**src/rtl/video_out_write.sv**
```systemverilog
// Raster video output: pops 4-pixel words from a show-ahead FIFO and emits one pixel per clk
// with line_valid/frame_valid timing. Optional underflow counter: VIDEO_OUT_UNDERFLOW_CNT_EN.
module video_out_write #(
    parameter int p_WIDTH  = 640,
    parameter int p_HEIGHT = 480,
    parameter int p_LSYNC  = 160,
    parameter int p_FSYNC  = 40
) (
    input  logic        clk,
    input  logic        RST,
    input  logic        fifo_empty,
    input  logic [31:0] fifo_data,
    output logic        fifo_r_e,
    output logic        line_valid,
    output logic        frame_valid,
    output logic [7:0]  pixel_out,
`ifdef VIDEO_OUT_UNDERFLOW_CNT_EN
    output logic [15:0] underflow_cnt,
`endif
    output logic        underflow
);

    localparam int COLS   = p_WIDTH + p_LSYNC;
    localparam int LINES  = p_HEIGHT + p_FSYNC;
    localparam int COL_W  = $clog2(COLS);
    localparam int LINE_W = $clog2(LINES);

    localparam logic [COL_W-1:0]  COL_LAST     = COL_W'(COLS - 1);
    localparam logic [COL_W-1:0]  COL_ACT_LAST = COL_W'(p_WIDTH - 1);
    localparam logic [LINE_W-1:0] LINE_LAST    = LINE_W'(LINES - 1);
    localparam logic [LINE_W-1:0] LINE_ACT_END = LINE_W'(p_HEIGHT - 1);
    localparam logic [LINE_W-1:0] LINE_RST     = LINE_W'(p_HEIGHT);

    typedef enum logic [1:0] {
        ST_ACTIVE,
        ST_HBLANK,
        ST_VBLANK
    } state_t;

    state_t            state_reg;
    logic [COL_W-1:0]  col_reg;
    logic [LINE_W-1:0] line_reg;
    logic [23:0]       shift_reg;
    logic              group_start;

    // A new 4-pixel group begins on every col that is a multiple of 4 inside the active area.
    assign group_start = (state_reg == ST_ACTIVE) && (col_reg[1:0] == 2'b00);
    assign fifo_r_e    = !RST && group_start && !fifo_empty;

    always_ff @(posedge clk or posedge RST) begin
        if (RST) begin
            state_reg   <= ST_VBLANK;
            col_reg     <= '0;
            line_reg    <= LINE_RST;
            shift_reg   <= '0;
            line_valid  <= 1'b0;
            frame_valid <= 1'b0;
            pixel_out   <= 8'h00;
            underflow   <= 1'b0;
`ifdef VIDEO_OUT_UNDERFLOW_CNT_EN
            underflow_cnt <= 16'h0000;
`endif
        end else begin
            // Raster counters; the state register tracks the region the counters point at.
            if (col_reg == COL_LAST) begin
                col_reg <= '0;
                if (line_reg == LINE_LAST) begin
                    line_reg  <= '0;
                    state_reg <= ST_ACTIVE;
                end else begin
                    line_reg <= line_reg + LINE_W'(1);
                    if (state_reg == ST_HBLANK) begin
                        state_reg <= (line_reg == LINE_ACT_END) ? ST_VBLANK : ST_ACTIVE;
                    end
                end
            end else begin
                col_reg <= col_reg + COL_W'(1);
                if (state_reg == ST_ACTIVE && col_reg == COL_ACT_LAST) begin
                    state_reg <= ST_HBLANK;
                end
            end

            case (state_reg)
                ST_ACTIVE: begin
                    frame_valid <= 1'b1;
                    line_valid  <= 1'b1;
                    if (group_start) begin
                        if (!fifo_empty) begin
                            pixel_out <= fifo_data[31:24];
                            shift_reg <= fifo_data[23:0];
                        end else begin
                            // Starved group: emit zeros, keep the raster running.
                            pixel_out <= 8'h00;
                            shift_reg <= '0;
                            underflow <= 1'b1;
`ifdef VIDEO_OUT_UNDERFLOW_CNT_EN
                            if (underflow_cnt != 16'hFFFF) begin
                                underflow_cnt <= underflow_cnt + 16'h0001;
                            end
`endif
                        end
                    end else begin
                        pixel_out <= shift_reg[23:16];
                        shift_reg <= {shift_reg[15:0], 8'h00};
                    end
                end
                ST_HBLANK: begin
                    frame_valid <= 1'b1;
                    line_valid  <= 1'b0;
                    pixel_out   <= 8'h00;
                end
                default: begin
                    frame_valid <= 1'b0;
                    line_valid  <= 1'b0;
                    pixel_out   <= 8'h00;
                end
            endcase
        end
    end

endmodule

```
**config.mk**
```make
export PLATFORM = sky130hd
export DESIGN_NAME = video_out_write
export DESIGN_NICKNAME = d
export VERILOG_FILES = /design/src/rtl/video_out_write.sv
export SDC_FILE = /design/constraint.sdc
export NUM_CORES = 1
export LEC_CHECK = 0
export CAP_MARGIN = 20
export CORE_UTILIZATION = 47
export CTS_CLUSTER_DIAMETER = 40
export DETAILED_ROUTE_END_ITERATION = 10
export HOLD_SLACK_MARGIN = 0.05
export PLACE_DENSITY = 0.73
export SYNTH_ARGS = -nofsm -noshare
export SYNTH_HDL_FRONTEND = slang
export SYNTH_SLANG_ARGS = --single-unit
export TNS_END_PERCENT = 20
```
**constraint.sdc**
```tcl
create_clock -name clk -period 4.6 [get_ports clk]
set_input_delay 0.92 -clock clk [delete_from_list [all_inputs] [get_ports clk]]
set_output_delay 0.92 -clock clk [all_outputs]
set_load 0.005 [all_outputs]
```
==> flow_summary_export.csv <==
group,metric,value,unit
sta,hold_viol,0,
setup_path,cp-start-kind,"flip-flop",
synth,ys_seq_area_share,55.2,%
setup_path,critPathArrivalTime,2.54,ns
sta,fin_worst_skew,0.00557,ns
clock_network,cts.hold.buffers_added,0,
worst_hold_path,min_to,"col_reg[6]",
die,io_pins,47,
worst_hold_path,hold_class,"flip-flop to flip-flop",
worst_hold_path,hold-path-cell-count,1,
synth,yosysWarnings,0,
global_routing,antenna_found_initial,0,
finish,final_util,62.5,%
placement,place_ws,1.22,ns
pwr,leakagePower,1.46,nW
placement,io_buffers,46,
setup_path,worstSetupEndpointType,"output pin",
sta,fmax,289,MHz
setup_path,rrSetupSlack,2.41,ns
setup_path,crit_fanout,36,
sta,fin_setup_tns,0,ns
clock_network,htree_num_levels,3,
clock_network,clockBufferDepth,2,
global_routing,grt_max_degree,58,
synth,avgSynthCellArea,10.0,µm²
routing,first_iter_violations,155,
die,initial_utilization,49.9,%
finish,syn_to_final_growth,25.4,%
placement,place_area,3090,µm²
routing,first_pass_iters,4,
setup_path,crit_chain,"inv_1, nand2_1, inv_2, and3_1, clkdlybuf4s50_1",
pwr,power.share.switching,21.0,%
finish,final_common_cell,"dfrtp_1",
die,core,5200,µm²
pwr,seqPwrFrac,52.5,%
worst_hold_path,hold_start,"col_reg[6]",
routing,via_per_inst,5.09,
clock_network,cts_tree,"done",
die,die_h,76.3,µm
finish,final_cell_mix,"dfrtp_1, clkdlybuf4s50_1, a21oi_1",
setup_path,cp.required,3.68,ns
finish,largest_reg_flops,24,
pwr,p_sw,0.208,mW
die,dieWidth,76.3,µm
sta,rsz0062_at_grt,"no",
setup_path,crit_path_max_incr_delay,0.53,ns
finish,finish.instance_area,3260,µm²
placement,placed_cells,364,
synth,syn_inst,259,
setup_path,path_buf_inv,3,
global_routing,grt_usage,18.7,%
global_routing,grt_pass1_wl,8360,µm
pwr,p_per_area,305,nW/µm²
setup_path,reg2reg_from,"state_reg[1]",
pwr,p_int,0.784,mW
sta,period_minus_slack,3.46,ns
sta,finalMaxSlewViolations,0,
clock_network,cts_setup_buffers,0,
finish,nets,343,
routing,route.detailed.drc,0,
setup_path,ff2ff_path_depth,5,
pwr,pwr-share-comb,6.7,%
die,rows,26,
setup_path,r2r-end,"shift_reg[2]",
global_routing,grt_pass1_vias,1865,
synth,ys_seq_elements,57,
finish,antenna_cells,0,
synth,synth.distinct_cells,38,
routing,wl_per_cell,12.8,µm
synth,syn-cell-area,2600,µm²
clock_network,cts_root_buffer,"clkbuf_8",
sta,worst_slack,1.14,ns
synth,synth_nets,297,
routing,num_vias,1935,
setup_path,critPathKind,"flip-flop to output pin",
pwr,clockPowerShare,40.8,%
sta,fin_crit_sh,75.2,%
sta,slew_headroom,54.0,%
clock_network,cts_sinks,57,
die,dieArea,5830,µm²
pwr,ir_drop,0.000158,V
global_routing,grt-ovfl-total,0,
routing,antenna_left,0,
finish,drive_gt1_share,9.68,%
clock_network,cts_resized,0,
setup_path,cp_slowest_cell,"dfstp_2",
finish,layoutNonFillerInstCount,380,
job,cap_violations,0,
clock_network,cts_buffers,9,
sta,tightestPinTransition,0.689,ns
clock_network,insertion_delay,0.33,ns
routing,finalWirelength,4870,µm
placement,gp_congestion,0.783,
setup_path,cp_top_family,"buffers and inverters",
outcome,run_status,"finished, final reports clean",
placement,dp_hpwl,3260,µm
sta,setup_violations,0,
clock_network,clk_pin_slew,0.06,ns
[how the worst max path moves through the flow]
stage	from	endpoint	slack, ns	depth (start not counted)
after detailed placement	fifo_empty	fifo_r_e	1.22	5
after CTS	state_reg[1]	fifo_r_e	1.11	5
after global placement	fifo_empty	fifo_r_e	1.23	5
final	state_reg[1]	fifo_r_e	1.14	5
after global routing	state_reg[1]	fifo_r_e	0.95	5
after floorplan	RST	fifo_r_e	1.23	2
[worst register-to-register path: cells and delay by family (launching register included)]
kind / cells / cell delay (ns)
buffers and inverters: 2 / 0.47
and+or+nand+nor: 2 / 0.86
DFF: 1 / 0.53
AOI/OAI and AO/OA: 1 / 0.22
[final cells by class]
type | instances | area (µm²)
timing repair buffer | 49 | 483
fill | 445 | 1950
sequential | 57 | 1430
inverter | 10 | 37.5
multi-input combinational | 178 | 1040
clock buffer | 16 | 170
tap | 70 | 87.6
[per-layer routing]
layer  wire length (µm)  share of wire, %  track usage (%)  vias to the layer above
met3                211               4.3             3.59                       13
met1               2290                47             24.1                      901
li1                   -                 -                -                      970
met2               2230                46             28.5                       51
met5                  0                 0                0                        -
met4                132               2.7             12.7                        0
[synth_stat cells, drive strengths merged]
library cell | number | share of area, %
ha | 3 | 1.4
o22ai | 1 | 0.24
nor2b | 26 | 6.3
nor2 | 32 | 4.6
or3 | 1 | 0.24
dfstp | 5 | 5.1
buf | 8 | 2.3
nand4 | 5 | 1.2
a21oi | 46 | 9.3
a22o | 8 | 2.7
and2 | 2 | 0.48
o21ai | 4 | 0.77
a31oi | 2 | 0.48
and4bb | 1 | 0.48
xor2 | 2 | 0.67
a31o | 1 | 0.34
dfrtp | 52 | 50
nor4 | 1 | 0.24
inv | 10 | 1.4
xnor2 | 9 | 3.3
nand2b | 1 | 0.24
o31ai | 1 | 0.29
clkbuf | 6 | 0.92
mux2i | 2 | 0.77
nor3 | 3 | 0.58
and3 | 6 | 1.4
nand2 | 10 | 1.5
nor4b | 1 | 0.34
nand3 | 10 | 2.1
[stage by stage]
| stage | power [mW] | hold slack (ns) |
|---|---|---|
| 2_1_floorplan | 0.553 | 0.460 |
| 3_3_place_gp | 0.597 | 0.472 |
| 3_5_place_dp | 0.598 | 0.484 |
| 4_1_cts | 1.00 | 0.497 |
| 5_1_grt | 1.03 | 0.506 |
| 6_report | 0.993 | 0.493 |
[power by group through the flow]
stage / sequential, mW / combinational (mW) / clock (mW)
after floorplan: 0.529 / 0.0242 / 0
after global placement: 0.530 / 0.0673 / 0
after detailed placement: 0.530 / 0.0673 / 0
after CTS: 0.521 / 0.0678 / 0.414
after global routing: 0.523 / 0.0740 / 0.433
final: 0.521 / 0.0666 / 0.405
[logic make-up (layout without fill, tap and decap cells)]
logic type      count (synthesis)  in the layout  share of synthesized area [%]
compound gates                 63             63                           14.1
xor+xnor                       11             11                           4.00
fa+ha+maj                       3              3                           1.45
buf+inv                        24             75                           4.67
flops                          57             57                           55.2
mux                             2              2                          0.771
simple gates                   99             99                           19.8
Power figures use the tool's default switching activity.
